`config.mk`:
```
export PLATFORM = sky130hd
export DESIGN_NAME = ifm_row_loader
export DESIGN_NICKNAME = d
export VERILOG_FILES = /design/src/rtl/ifm_row_loader_pkg.sv /design/src/rtl/ifm_row_loader_addr_gen.sv /design/src/rtl/ifm_row_loader.sv
export SDC_FILE = /design/constraint.sdc
export NUM_CORES = 1
export LEC_CHECK = 0
export CORE_MARGIN = 4
export CORE_UTILIZATION = 40
export CTS_CLUSTER_DIAMETER = 40
export DETAILED_ROUTE_END_ITERATION = 6
export PLACE_DENSITY = 0.71
export SYNTH_ARGS = -nofsm -noshare
export SYNTH_HDL_FRONTEND = slang
export SYNTH_SLANG_ARGS = --single-unit
```
`constraint.sdc`:
```
create_clock -name clk -period 12.6 [get_ports clk]
set_input_delay 1.26 -clock clk [delete_from_list [all_inputs] [get_ports clk]]
set_output_delay 1.26 -clock clk [all_outputs]
set_load 0.005 [all_outputs]
```
`src/rtl/ifm_row_loader_pkg.sv`:
```
// ifm_row_loader_pkg
//   Shared definitions for the IFM row loader. The package holds:
//     - the load FSM state encoding
//     - the default outstanding-read limit
//     - the width of the outstanding-read counter
//     - a helper that tells whether read data may be accepted in a given state
`timescale 1ns/1ps
package ifm_row_loader_pkg;

  typedef enum logic [2:0] {
    IFM_LD_IDLE  = 3'd0,
    IFM_LD_SETUP = 3'd1,
    IFM_LD_ISSUE = 3'd2,
    IFM_LD_DRAIN = 3'd3,
    IFM_LD_DONE  = 3'd4
  } ifm_ld_state_e;

  // Default cap on reads in flight. The cap must stay at 255 or below, so that
  // the outstanding-read counter fits in 8 bits.
  localparam int IFM_MAX_OUTS = 8;
  localparam int W_OUTS       = 8;

  // Read data belongs to the current row only while the FSM is issuing or
  // draining.
  function automatic logic ifm_ld_accepts_data(input ifm_ld_state_e s);
    return (s == IFM_LD_ISSUE) || (s == IFM_LD_DRAIN);
  endfunction

endpackage

```
`src/rtl/ifm_row_loader_addr_gen.sv`:
```
// ifm_row_addr_gen
//   Issue side of the row loader. This block:
//     - computes the start address of a row: base + row*L
//     - walks the word index k from 0 to L-1
//     - drives the read-address handshake
//     - limits the number of reads in flight to MAX_OUTS
//
//   Ports:
//     clk, rst        clock and synchronous active-high reset
//     i_start         pulse in SETUP. It loads the start address and clears k and outs.
//     i_issue_en      high while the FSM is in ISSUE
//     i_row, i_len    latched row number and row length L
//     i_base          word address of row 0
//     i_beat          an accepted read-data beat. It decrements outs.
//     o_rd_req        read-address request
//     o_rd_addr       read address
//     i_rd_ready      ready input of the read-address handshake
//     o_last_issue    high on the handshake for word L-1
//     o_outs          number of reads currently in flight
`timescale 1ns/1ps
module ifm_row_addr_gen
  import ifm_row_loader_pkg::*;
#(
  parameter int W_SIZE    = 8,
  parameter int W_CHANNEL = 8,
  parameter int W_ADDR    = 32,
  parameter int MAX_OUTS  = IFM_MAX_OUTS
) (
  input  logic                          clk,
  input  logic                          rst,
  input  logic                          i_start,
  input  logic                          i_issue_en,
  input  logic [W_SIZE-1:0]             i_row,
  input  logic [W_SIZE+W_CHANNEL-1:0]   i_len,
  input  logic [W_ADDR-1:0]             i_base,
  input  logic                          i_beat,
  output logic                          o_rd_req,
  output logic [W_ADDR-1:0]             o_rd_addr,
  input  logic                          i_rd_ready,
  output logic                          o_last_issue,
  output logic [W_OUTS-1:0]             o_outs
);

  localparam int W_LEN = W_SIZE + W_CHANNEL;
  localparam logic [W_OUTS-1:0] MAX_OUTS_V = W_OUTS'(MAX_OUTS);

  logic [W_ADDR-1:0] addr_q, addr_d;
  logic [W_LEN-1:0]  k_q, k_d;
  logic [W_OUTS-1:0] outs_q, outs_d;
  logic [W_ADDR-1:0] start_addr;
  logic              fire;

  // The product is registered in SETUP. This keeps the multiplier off the
  // path that feeds the issue logic.
  assign start_addr   = i_base + (W_ADDR'(i_row) * W_ADDR'(i_len));

  assign o_rd_req     = i_issue_en && (outs_q < MAX_OUTS_V);
  assign fire         = o_rd_req && i_rd_ready;
  assign o_last_issue = fire && (k_q == (i_len - W_LEN'(1)));
  assign o_rd_addr    = addr_q;
  assign o_outs       = outs_q;

  always_comb begin
    addr_d = addr_q;
    k_d    = k_q;
    outs_d = outs_q;
    if (i_start) begin
      addr_d = start_addr;
      k_d    = '0;
      outs_d = '0;
    end else begin
      if (fire) begin
        addr_d = addr_q + W_ADDR'(1);
        k_d    = k_q + W_LEN'(1);
      end
      // An issue and a beat in the same cycle cancel out.
      case ({fire, i_beat})
        2'b10:   outs_d = outs_q + W_OUTS'(1);
        2'b01:   outs_d = outs_q - W_OUTS'(1);
        default: outs_d = outs_q;
      endcase
    end
  end

  always_ff @(posedge clk) begin
    if (rst) begin
      addr_q <= '0;
      k_q    <= '0;
      outs_q <= '0;
    end else begin
      addr_q <= addr_d;
      k_q    <= k_d;
      outs_q <= outs_d;
    end
  end

endmodule

```
`src/rtl/ifm_row_loader.sv`:
```
// ifm_row_loader
//   Responder for the IFM row-load handshake. It accepts a request for one row
//   and reads that row's L = channel*width words through a valid/ready read
//   port. Each returned word is written into ring row buffer (row mod
//   IFM_BUF_CNT) at index k = c*width + x. After the last write, o_req_done
//   pulses for one cycle.
//
//   Ports:
//     clk, rst                      clock and synchronous active-high reset
//     q_req_load, q_req_row         load request pulse and the row to load
//     q_width, q_height, q_channel  layer geometry, held stable while busy
//     q_base_addr                   word address of row 0, channel 0, column 0
//     o_rd_req, o_rd_addr, i_rd_ready
//                                   read-address handshake
//     i_rd_data_vld, i_rd_data      in-order read data
//     o_buf_we, o_buf_sel, o_buf_addr, o_buf_wdata
//                                   registered row-buffer write port
//     o_req_done                    one-cycle pulse when the row is fully written
//     o_busy                        high from SETUP through DONE
//     o_req_err                     one-cycle pulse on a rejected request or a stray beat
`timescale 1ns/1ps
module ifm_row_loader
  import ifm_row_loader_pkg::*;
#(
  parameter int W_SIZE      = 8,
  parameter int W_CHANNEL   = 8,
  parameter int IFM_BUF_CNT = 4,
  parameter int W_IFM_BUF   = 2,
  parameter int W_ADDR      = 32,
  parameter int W_DATA      = 32,
  parameter int MAX_OUTS    = IFM_MAX_OUTS
) (
  input  logic                          clk,
  input  logic                          rst,
  input  logic                          q_req_load,
  input  logic [W_SIZE-1:0]             q_req_row,
  input  logic [W_SIZE-1:0]             q_width,
  input  logic [W_SIZE-1:0]             q_height,
  input  logic [W_CHANNEL-1:0]          q_channel,
  input  logic [W_ADDR-1:0]             q_base_addr,
  output logic                          o_rd_req,
  output logic [W_ADDR-1:0]             o_rd_addr,
  input  logic                          i_rd_ready,
  input  logic                          i_rd_data_vld,
  input  logic [W_DATA-1:0]             i_rd_data,
  output logic                          o_buf_we,
  output logic [W_IFM_BUF-1:0]          o_buf_sel,
  output logic [W_SIZE+W_CHANNEL-1:0]   o_buf_addr,
  output logic [W_DATA-1:0]             o_buf_wdata,
  output logic                          o_req_done,
  output logic                          o_busy,
  output logic                          o_req_err
);

  localparam int W_LEN = W_SIZE + W_CHANNEL;

  ifm_ld_state_e        state_q, state_d;
  logic [W_SIZE-1:0]    row_q, row_d;
  logic [W_LEN-1:0]     recv_q, recv_d;
  logic                 we_q, we_d;
  logic [W_IFM_BUF-1:0] sel_q, sel_d;
  logic [W_LEN-1:0]     baddr_q, baddr_d;
  logic [W_DATA-1:0]    wdata_q, wdata_d;
  logic                 err_q, err_d;

  logic [W_LEN-1:0]     row_len;
  logic [W_IFM_BUF-1:0] row_sel;
  logic [W_OUTS-1:0]    outs;
  logic                 last_issue;
  logic                 beat_ok;
  logic                 req_ok;

  assign row_len = W_LEN'(q_channel) * W_LEN'(q_width);

  // When the buffer count is a power of two, the ring index is simply the low
  // row bits.
  generate
    if (IFM_BUF_CNT == (1 << W_IFM_BUF)) begin : g_sel_pow2
      assign row_sel = row_q[W_IFM_BUF-1:0];
    end else begin : g_sel_mod
      assign row_sel = W_IFM_BUF'(row_q % W_SIZE'(IFM_BUF_CNT));
    end
  endgenerate

  // A beat is accepted only if it can belong to a read that this transfer
  // issued. Otherwise it is stale or stray.
  assign beat_ok = i_rd_data_vld && ifm_ld_accepts_data(state_q) && (outs != '0);
  assign req_ok  = (state_q == IFM_LD_IDLE) && q_req_load && (q_req_row < q_height);

  ifm_row_addr_gen #(
    .W_SIZE    (W_SIZE),
    .W_CHANNEL (W_CHANNEL),
    .W_ADDR    (W_ADDR),
    .MAX_OUTS  (MAX_OUTS)
  ) u_addr_gen (
    .clk          (clk),
    .rst          (rst),
    .i_start      (state_q == IFM_LD_SETUP),
    .i_issue_en   (state_q == IFM_LD_ISSUE),
    .i_row        (row_q),
    .i_len        (row_len),
    .i_base       (q_base_addr),
    .i_beat       (beat_ok),
    .o_rd_req     (o_rd_req),
    .o_rd_addr    (o_rd_addr),
    .i_rd_ready   (i_rd_ready),
    .o_last_issue (last_issue),
    .o_outs       (outs)
  );

  always_comb begin
    state_d = state_q;
    row_d   = row_q;
    recv_d  = recv_q;
    we_d    = beat_ok;
    sel_d   = sel_q;
    baddr_d = baddr_q;
    wdata_d = wdata_q;
    err_d   = (q_req_load && !req_ok) || (i_rd_data_vld && !beat_ok);

    case (state_q)
      IFM_LD_IDLE: begin
        if (req_ok) begin
          row_d   = q_req_row;
          state_d = IFM_LD_SETUP;
        end
      end
      IFM_LD_SETUP: begin
        recv_d  = '0;
        state_d = (row_len == '0) ? IFM_LD_DONE : IFM_LD_ISSUE;
      end
      IFM_LD_ISSUE: begin
        if (last_issue) state_d = IFM_LD_DRAIN;
      end
      IFM_LD_DRAIN: begin
        if (recv_q == row_len) state_d = IFM_LD_DONE;
      end
      IFM_LD_DONE: begin
        state_d = IFM_LD_IDLE;
      end
      default: state_d = IFM_LD_IDLE;
    endcase

    if (beat_ok) begin
      recv_d  = recv_q + W_LEN'(1);
      sel_d   = row_sel;
      baddr_d = recv_q;
      wdata_d = i_rd_data;
    end
  end

  always_ff @(posedge clk) begin
    if (rst) begin
      state_q <= IFM_LD_IDLE;
      row_q   <= '0;
      recv_q  <= '0;
      we_q    <= 1'b0;
      sel_q   <= '0;
      baddr_q <= '0;
      wdata_q <= '0;
      err_q   <= 1'b0;
    end else begin
      state_q <= state_d;
      row_q   <= row_d;
      recv_q  <= recv_d;
      we_q    <= we_d;
      sel_q   <= sel_d;
      baddr_q <= baddr_d;
      wdata_q <= wdata_d;
      err_q   <= err_d;
    end
  end

  assign o_buf_we    = we_q;
  assign o_buf_sel   = sel_q;
  assign o_buf_addr  = baddr_q;
  assign o_buf_wdata = wdata_q;
  assign o_req_done  = (state_q == IFM_LD_DONE);
  assign o_busy      = (state_q != IFM_LD_IDLE);
  assign o_req_err   = err_q;

endmodule
```
==> results by group, run 1 <==
Floorplan
  • Die Wd: approximately 190 um
  • Die H: 195 um
  • Initial core utilization: between 40% and 50%
  • Row count: 68
  • Core area: around 34000 sq um
  • # IOs: 188
  • Die ar.: between 30000 and 40000 sq um

Power and ir drop
  • Pwr Density: 232 nW/um^2
  • Combinational share of power: a little under three quarters
  • Sequential Power Share: between 10 and 15%
  • Clk network pwr share: 13.8%
  • NetSw: around 1.9 mW
  • Int Pwr: 1.98 mW
  • Lkg Pwr: between 7 and 8 nW
  • Switching Fraction: 49.2%
  • Total Power: ~3.9 mW
  • Worst VDD drop: about 0.00027 V

Placed design
  • Routability cong.: 0.868
  • Placed cells: approximately 2300
  • PortBufs: between 150 and 200
  • Post-DP HPWL: between 20000 and 30000 um

Timing
  • Worst-Margin Slew: 1090 ps
  • Hold slack final: between 400 and 500 ps
  • Setup Skew: between 8 and 9 ps
  • Fmax achieved: about 0.095 GHz
  • Final Setup Violations: 0
  • Final TNS setup: 0 ps
  • Min cycle time layout: 10520 ps
  • Worst rel slew slack: about a quarter
  • RSZ-0062 raised after global routing: no
  • Final max-slew violation count: 0
  • Final-report hold violation count: 0
  • Period utilization: between 80% and 90%

CTS
  • Root buffer cell: clkbuf_16
  • CTS Sinks: between 100 and 150
  • H-tree lvl count: 4
  • CTS clk-pin slew, worst paths: 60 ps
  • Clock latency on the worst-skew pair: between 400 and 500 ps
  • TritonCTS Buffers: 17
  • CTS tree: built
  • Clock Path Buffers: 2
  • PostCTS Resize Cnt: 0
  • Post-CTS setup buffer count: 0
  • CTS hold repair buffers: 0

Outcome
  • Outcome: finished clean

Hold path
  • Min-delay worst type: reg2reg
  • Hold-critical path endpoint: o_buf_wdata[28]$_SDFFE_PP0P_
  • Hold path cells: 2
  • Hold Crit Start: o_buf_wdata[28]$_SDFFE_PP0P_

Synth
  • Sequential share of the synthesized area: approximately 19%
  • Syn Area/Cell: ~8.3 sq um
  • Yosys warnings: 0
  • Net count after synthesis: between 2000 and 2500
  • Post-Syn Instances: roughly 1700
  • Cell Area, Synth: around 14000 sq um
  • FF+latch count, synth: 135
  • Most common flop cell mapped by yosys: dfxtp_1
  • Ys async rst share: 0%
  • Post-synth EDFFs: 0
  • Synth unique cells: 77

Critical path
  • Critical Path RT: 12900 ps
  • Critical path endpoint category: flop
  • Cells on worst reg2reg path: 16
  • Crit-path slowest cell: xnor2_1
  • Most frequent CP cell: fa_1
  • R2r startpoint: row_q[1]$_SDFFE_PP0P_
  • FF-to-FF setup slack: 6550 ps
  • Crit Path Class: in2reg
  • Data arrival, critical path: roughly 11000 ps
  • Slowest Stage Delay on Critical Path: ~820 ps
  • Worst reg2reg endpoint: u_addr_gen.o_rd_addr[23]$_SDFFE_PP0P_
  • Setup crit start kind: primary input
  • CP Max Fanout: 12

Routing
  • Residual DRC: 0
  • Post-route ant nets: 0
  • Final WL: between 30000 and 40000 um
  • Vias: between 10000 and 15000
  • Drt pass-1 iters: 5
  • Initial DRC Count: 622
  • Wire per inst: 15.7 um
  • Drt via density: between 5 and 6

Global routing
  • First-pass GRT wire length: roughly 59000 um
  • GRT busiest layer: met2
  • Global-route usage over all layers: 18.5%
  • Initial antenna violation count: 0
  • Largest net degree at the start of global routing: 86
  • Grt total ovfl: 0
  • Vias in the first global route: around 12000
  • Met3 Use GR: 2.24%
  • M2 GR Usage: between 30% and 40%
  • GR Layer Usage met1: about a quarter

Final layout
  • Area growth, synth to finish: 20.7%
  • Layout Nets: about 2200
  • Antenna fix cells: 0
  • Non-filler instance count after layout: 2293
  • Layout cells sized above 1: 3.70%

Flow run
  • Max-capacitance violation count: 0
## worst max-delay path: cells and delay by family
family | cells | cell delay [ps]
buffers and inverters | 6 | 800
adder cells (fa/ha/maj) | 10 | 4790
AND/OR/NAND/NOR | 6 | 1460
AO/OA/AOI/OAI | 8 | 1680
XOR/XNOR | 1 | 820
## cell usage after synthesis (all sizes together) (12+ instances only)
library cell,number,area share [%]
nor3,25,0.90
a211oi,25,1.4
o21ai,36,1.3
nor2,93,2.5
nand3,42,1.5
nor2b,12,0.54
inv,226,6.1
and3,37,1.7
a21o,18,0.97
fa,143,21
dfxtp,135,19
a21oi,111,4.0
xnor2,65,4.1
and2,97,4.4
nand2b,12,0.54
mux2i,14,1.0
clkbuf,67,1.8
ha,103,9.3
nand2,227,6.1
xor2,44,2.8
nand4,19,0.85
## power groups by stage
stage	Clock, mW	Combinational, mW	Sequential [mW]
floorplan	0	2.11	0.538
global placement	0	2.74	0.568
detailed placement	0	2.79	0.570
CTS	0.544	2.81	0.561
global route	0.564	3.16	0.570
finish	0.536	2.80	0.563
## how the worst max path moves through the flow
stage,from,end,slack (ps),depth (start not counted)
floorplan,q_channel[0],u_addr_gen.o_rd_addr[21]$_SDFFE_PP0P_,3010,29
global placement,q_width[2],u_addr_gen.o_rd_addr[21]$_SDFFE_PP0P_,2000,31
detailed placement,q_width[2],u_addr_gen.o_rd_addr[23]$_SDFFE_PP0P_,1670,31
CTS,q_width[2],u_addr_gen.o_rd_addr[23]$_SDFFE_PP0P_,2070,31
global route,q_channel[0],u_addr_gen.o_rd_addr[23]$_SDFFE_PP0P_,1440,30
finish,q_width[2],u_addr_gen.o_rd_addr[23]$_SDFFE_PP0P_,2080,31
## placed cells by master (no fill, tap or decap), drive strengths merged, types with 8 or more instances in the layout
master / count
inv: 230
or3: 8
o21ai: 36
mux2i: 14
nand2b: 12
nor4: 9
nand2: 227
fa: 143
nor3: 25
and2: 97
buf: 15
nor2b: 12
a2111oi: 8
nor2: 93
a211oi: 25
clkdlybuf4s50: 186
nand3: 42
dfxtp: 135
ha: 103
xor2: 44
o21bai: 10
nand4: 19
a21o: 18
and3: 37
xnor2: 65
a31oi: 9
clkbuf: 18
a21oi: 111
## logic make-up (layout without fill, tap and decap cells)
| family | after synthesis | after routing | share of synthesized area (%) |
|---|---|---|---|
| AO/OA/AOI/OAI | 256 | 256 | 11.8 |
| XOR/XNOR | 114 | 114 | 7.69 |
| adder cells (fa/ha/maj) | 246 | 246 | 29.8 |
| buffers and inverters | 301 | 459 | 8.23 |
| flip-flops | 135 | 135 | 19.4 |
| multiplexers | 16 | 16 | 1.17 |
| AND/OR/NAND/NOR | 612 | 612 | 21.8 |
## flip-flops by register name, indices dropped and copies added (netlist names)
signal,cells
u_addr_gen.o_outs,8
u_addr_gen.o_rd_addr,32
o_buf_we,1
o_buf_addr,16
o_req_err,1
o_buf_wdata,32
state_q,3
u_addr_gen.k_q,16
o_buf_sel,2
row_q,8
recv_q,16
## metal layers
layer  wire [um]  share of wire, %
met1       15500                43
met2       18100                50
met3        1570               4.4
met4         735               2.0
met5           0                 0
## area by class of cell
type / instances / area, sq um
Clock buffer: 18 / 439
Fill cell: 3264 / 17700
Multi-Input combinational cell: 1244 / 10100
Inverter: 226 / 848
Sequential cell: 135 / 2700
Tap cell: 455 / 569
Clock inverter: 14 / 189
Timing Repair Buffer: 201 / 1970
## metrics by stage
stage          util, %  setup slack [ps]  cell area [sq um]
5_1_grt           48.8              1440              16800
6_report          48.8              2080              16800
3_5_place_dp      46.9              1670              16200
3_3_place_gp      46.9              2000              16200
2_1_floorplan        -              3010              13900
4_1_cts           48.8              2070              16800
Power figures use the tool's default switching activity.
==> run 2, diff against run 1 <==
- clock period: 12.6 -> 10.7 ns (I/O delays scaled with it)
==> results by group, run 2 (synthesis results as in run 1) <==
Outcome
  • Outcome: finished clean

Routing
  • Drt via density: 5.20 (-0.52%)
  • Initial DRC Count: 805 (+29%)
  • Drt pass-1 iters: 7 (+2)
  • Post-route ant nets: 0 (unchanged)
  • Final WL: 35700 um (-0.65%)
  • Vias: 12000 (-0.35%)
  • Wire per inst: 15.5 um (-0.82%)
  • Residual DRC: 0 (unchanged)

Timing
  • Worst-Margin Slew: 1040 ps (-49.8 ps)
  • Final-report hold violation count: 0 (unchanged)
  • Fmax achieved: 0.0986 GHz
  • Final max-slew violation count: 0 (unchanged)
  • RSZ-0062 raised after global routing: no
  • Setup Skew: 5.89 ps (-2.52 ps)
  • Min cycle time layout: just over 10000 ps
  • Period utilization: 94.8%
  • Setup ws final: 556 ps (-1520 ps)
  • Final Setup Violations: 0 (unchanged)
  • Final TNS setup: 0 ps (unchanged)
  • Worst rel slew slack: 29.3% (+2.7 points)

Placed design
  • Worst slack, placed: 246 ps (-1430 ps)
  • Post-DP HPWL: 28100 um (+1.6%)
  • PortBufs: 187 (unchanged)
  • Routability cong.: 0.889 (+2.4%)

Power and ir drop
  • Clk network pwr share: 12.5% (-1.3 points)
  • Int Pwr: 2.27 mW (+15%)
  • Sequential Power Share: 14.6% (about the same)
  • NetSw: 2.25 mW (+18%)
  • Worst VDD drop: 0.000371 V (+35%)
  • Switching Fraction: 49.8% (+0.57 points)
  • Combinational share of power: 72.9% (+1.1 points)
  • Lkg Pwr: 7.29 nW (-0.19%)
  • Pwr Density: 270 nW/um^2 (+16%)

Global routing
  • Initial antenna violation count: 0 (unchanged)
  • Vias in the first global route: 12200 (+3.7%)
  • Largest net degree at the start of global routing: 86 (unchanged)
  • Global-route usage over all layers: 18.7% (+0.20 points)
  • First-pass GRT wire length: 60000 um (+1.7%)
  • Grt total ovfl: 0 (unchanged)

Flow run
  • Max-capacitance violation count: 0 (unchanged)

CTS
  • CTS hold repair buffers: 0 (unchanged)
  • PostCTS Resize Cnt: 0 (unchanged)
  • Post-CTS setup buffer count: 0 (unchanged)
  • CTS clk-pin slew, worst paths: 70 ps (about the same)
  • CTS Sinks: 135 (unchanged)
  • TritonCTS Buffers: 17 (unchanged)
  • Root buffer cell: clkbuf_16
  • Clock latency on the worst-skew pair: 430 ps (about the same)
  • H-tree lvl count: 4 (unchanged)
  • CTS tree: built
  • Clock Path Buffers: 2 (unchanged)

Floorplan
  • Die H: 195 um (unchanged)
  • Die ar.: 37800 sq um (unchanged)
  • Die Wd: 195 um (unchanged)
  • Core area: 34500 sq um (unchanged)
  • Row count: 68 (unchanged)
  • # IOs: 188 (unchanged)
  • Initial core utilization: 40.4% (unchanged)

Final layout
  • Leading cell type in the layout, fill and taps excluded: nand2_1
  • Commonest non-fill, non-tap cells in the layout: nand2_1 (227), inv_1 (225), clkdlybuf4s50_1 (186), fa_1 (143), dfxtp_1 (135)
  • Antenna fix cells: 0 (unchanged)
  • Layout cells sized above 1: 3.91% (+0.21 points)
  • Area growth, synth to finish: 20.5%
  • Layout Nets: 2176 (+0.18%)

Critical path
  • Critical Path RT: 11000 ps (-1900 ps)
  • Critical path endpoint category: flop
  • CP Max Fanout: 8 (-4)
  • Crit Path Class: in2reg
  • Setup crit start kind: primary input
  • Data arrival, critical path: 10440 ps (-390 ps)

Hold path
  • Min-delay worst type: reg2reg
## run 2: cell count changes in the layout (fill, tap and decap cells not counted), sizes merged
cell | before | now
clkbuf | 18 | 17
buf | 15 | 19
clkinvlp | 2 | 3
inv | 230 | 233
bufinv | 3 | 0
## run 2: per-stage QoR
stage / power (mW) / cells / utilization [%] / hold WS [ps] / cell area, sq um
finish: 4.52 / 2297 / 48.6 / 454 / 16800
CTS: 4.56 / 2297 / 48.6 / 457 / 16800
global placement: 3.89 / 2265 / 47.0 / 441 / 16200
global route: 4.99 / 2297 / 48.6 / 472 / 16800
floorplan: 3.12 / 1680 / - / 453 / 13900
detailed placement: 3.96 / 2265 / 47.0 / 448 / 16200
## run 2: worst paths after layout
kind | startpoint | endpoint | slack (ps) | cells past startpoint
worst min-delay path | o_buf_wdata[20]$_SDFFE_PP0P_ | o_buf_wdata[20]$_SDFFE_PP0P_ | 450 | 2
worst max-delay path | q_width[2] | u_addr_gen.o_rd_addr[23]$_SDFFE_PP0P_ | 560 | 28
worst min register to register | o_buf_wdata[20]$_SDFFE_PP0P_ | o_buf_wdata[20]$_SDFFE_PP0P_ | 450 | 2
worst max register to register | row_q[1]$_SDFFE_PP0P_ | u_addr_gen.o_rd_addr[23]$_SDFFE_PP0P_ | 4590 | 16
## run 2: layout make-up
cell class	instances	area [sq um]
fill	3250	17700
multi-input combinational	1244	10100
tap	455	569
clock buffer	17	425
timing repair buffer	205	2000
inverter	226	848
clock inverter	15	134
sequential	135	2700
## run 2: critical path, cell delays in order
cell and delay, ps:
clkdlybuf4s50_1 580, and2_1 270, fa_1 550, inv_1 60, fa_1 550, fa_1 430
fa_1 500, inv_1 50, ha_1 400, inv_1 80, o311ai_1 900, and2_1 260
fa_1 430, fa_1 490, inv_1 50, fa_1 500, fa_1 550, inv_1 40
ha_1 370, a21o_1 210, a221o_1 390, a21oi_1 200, nor4b_1 370, a211oi_1 190
nor2_1 270, o21bai_1 120, and3_1 180, a2111oi_0 370
## run 2: power groups by stage
| stage | clock network, mW | registers [mW] | logic, mW |
|---|---|---|---|
| after floorplan | 0 | 0.634 | 2.49 |
| after global placement | 0 | 0.666 | 3.23 |
| after detailed placement | 0 | 0.667 | 3.30 |
| after CTS | 0.575 | 0.657 | 3.32 |
| after global routing | 0.596 | 0.670 | 3.72 |
| final | 0.566 | 0.660 | 3.30 |
## run 2: layer usage
| metal | vias up | global-route usage, % | share of wire [%] |
|---|---|---|---|
| met3 | 41 | 2.51 | 4.5 |
| met2 | 282 | 32.8 | 50 |
| met5 | - | 0 | 0 |
| met4 | 0 | 5.21 | 2.1 |
| li1 | 5771 | - | - |
| met1 | 5857 | 24.4 | 43 |
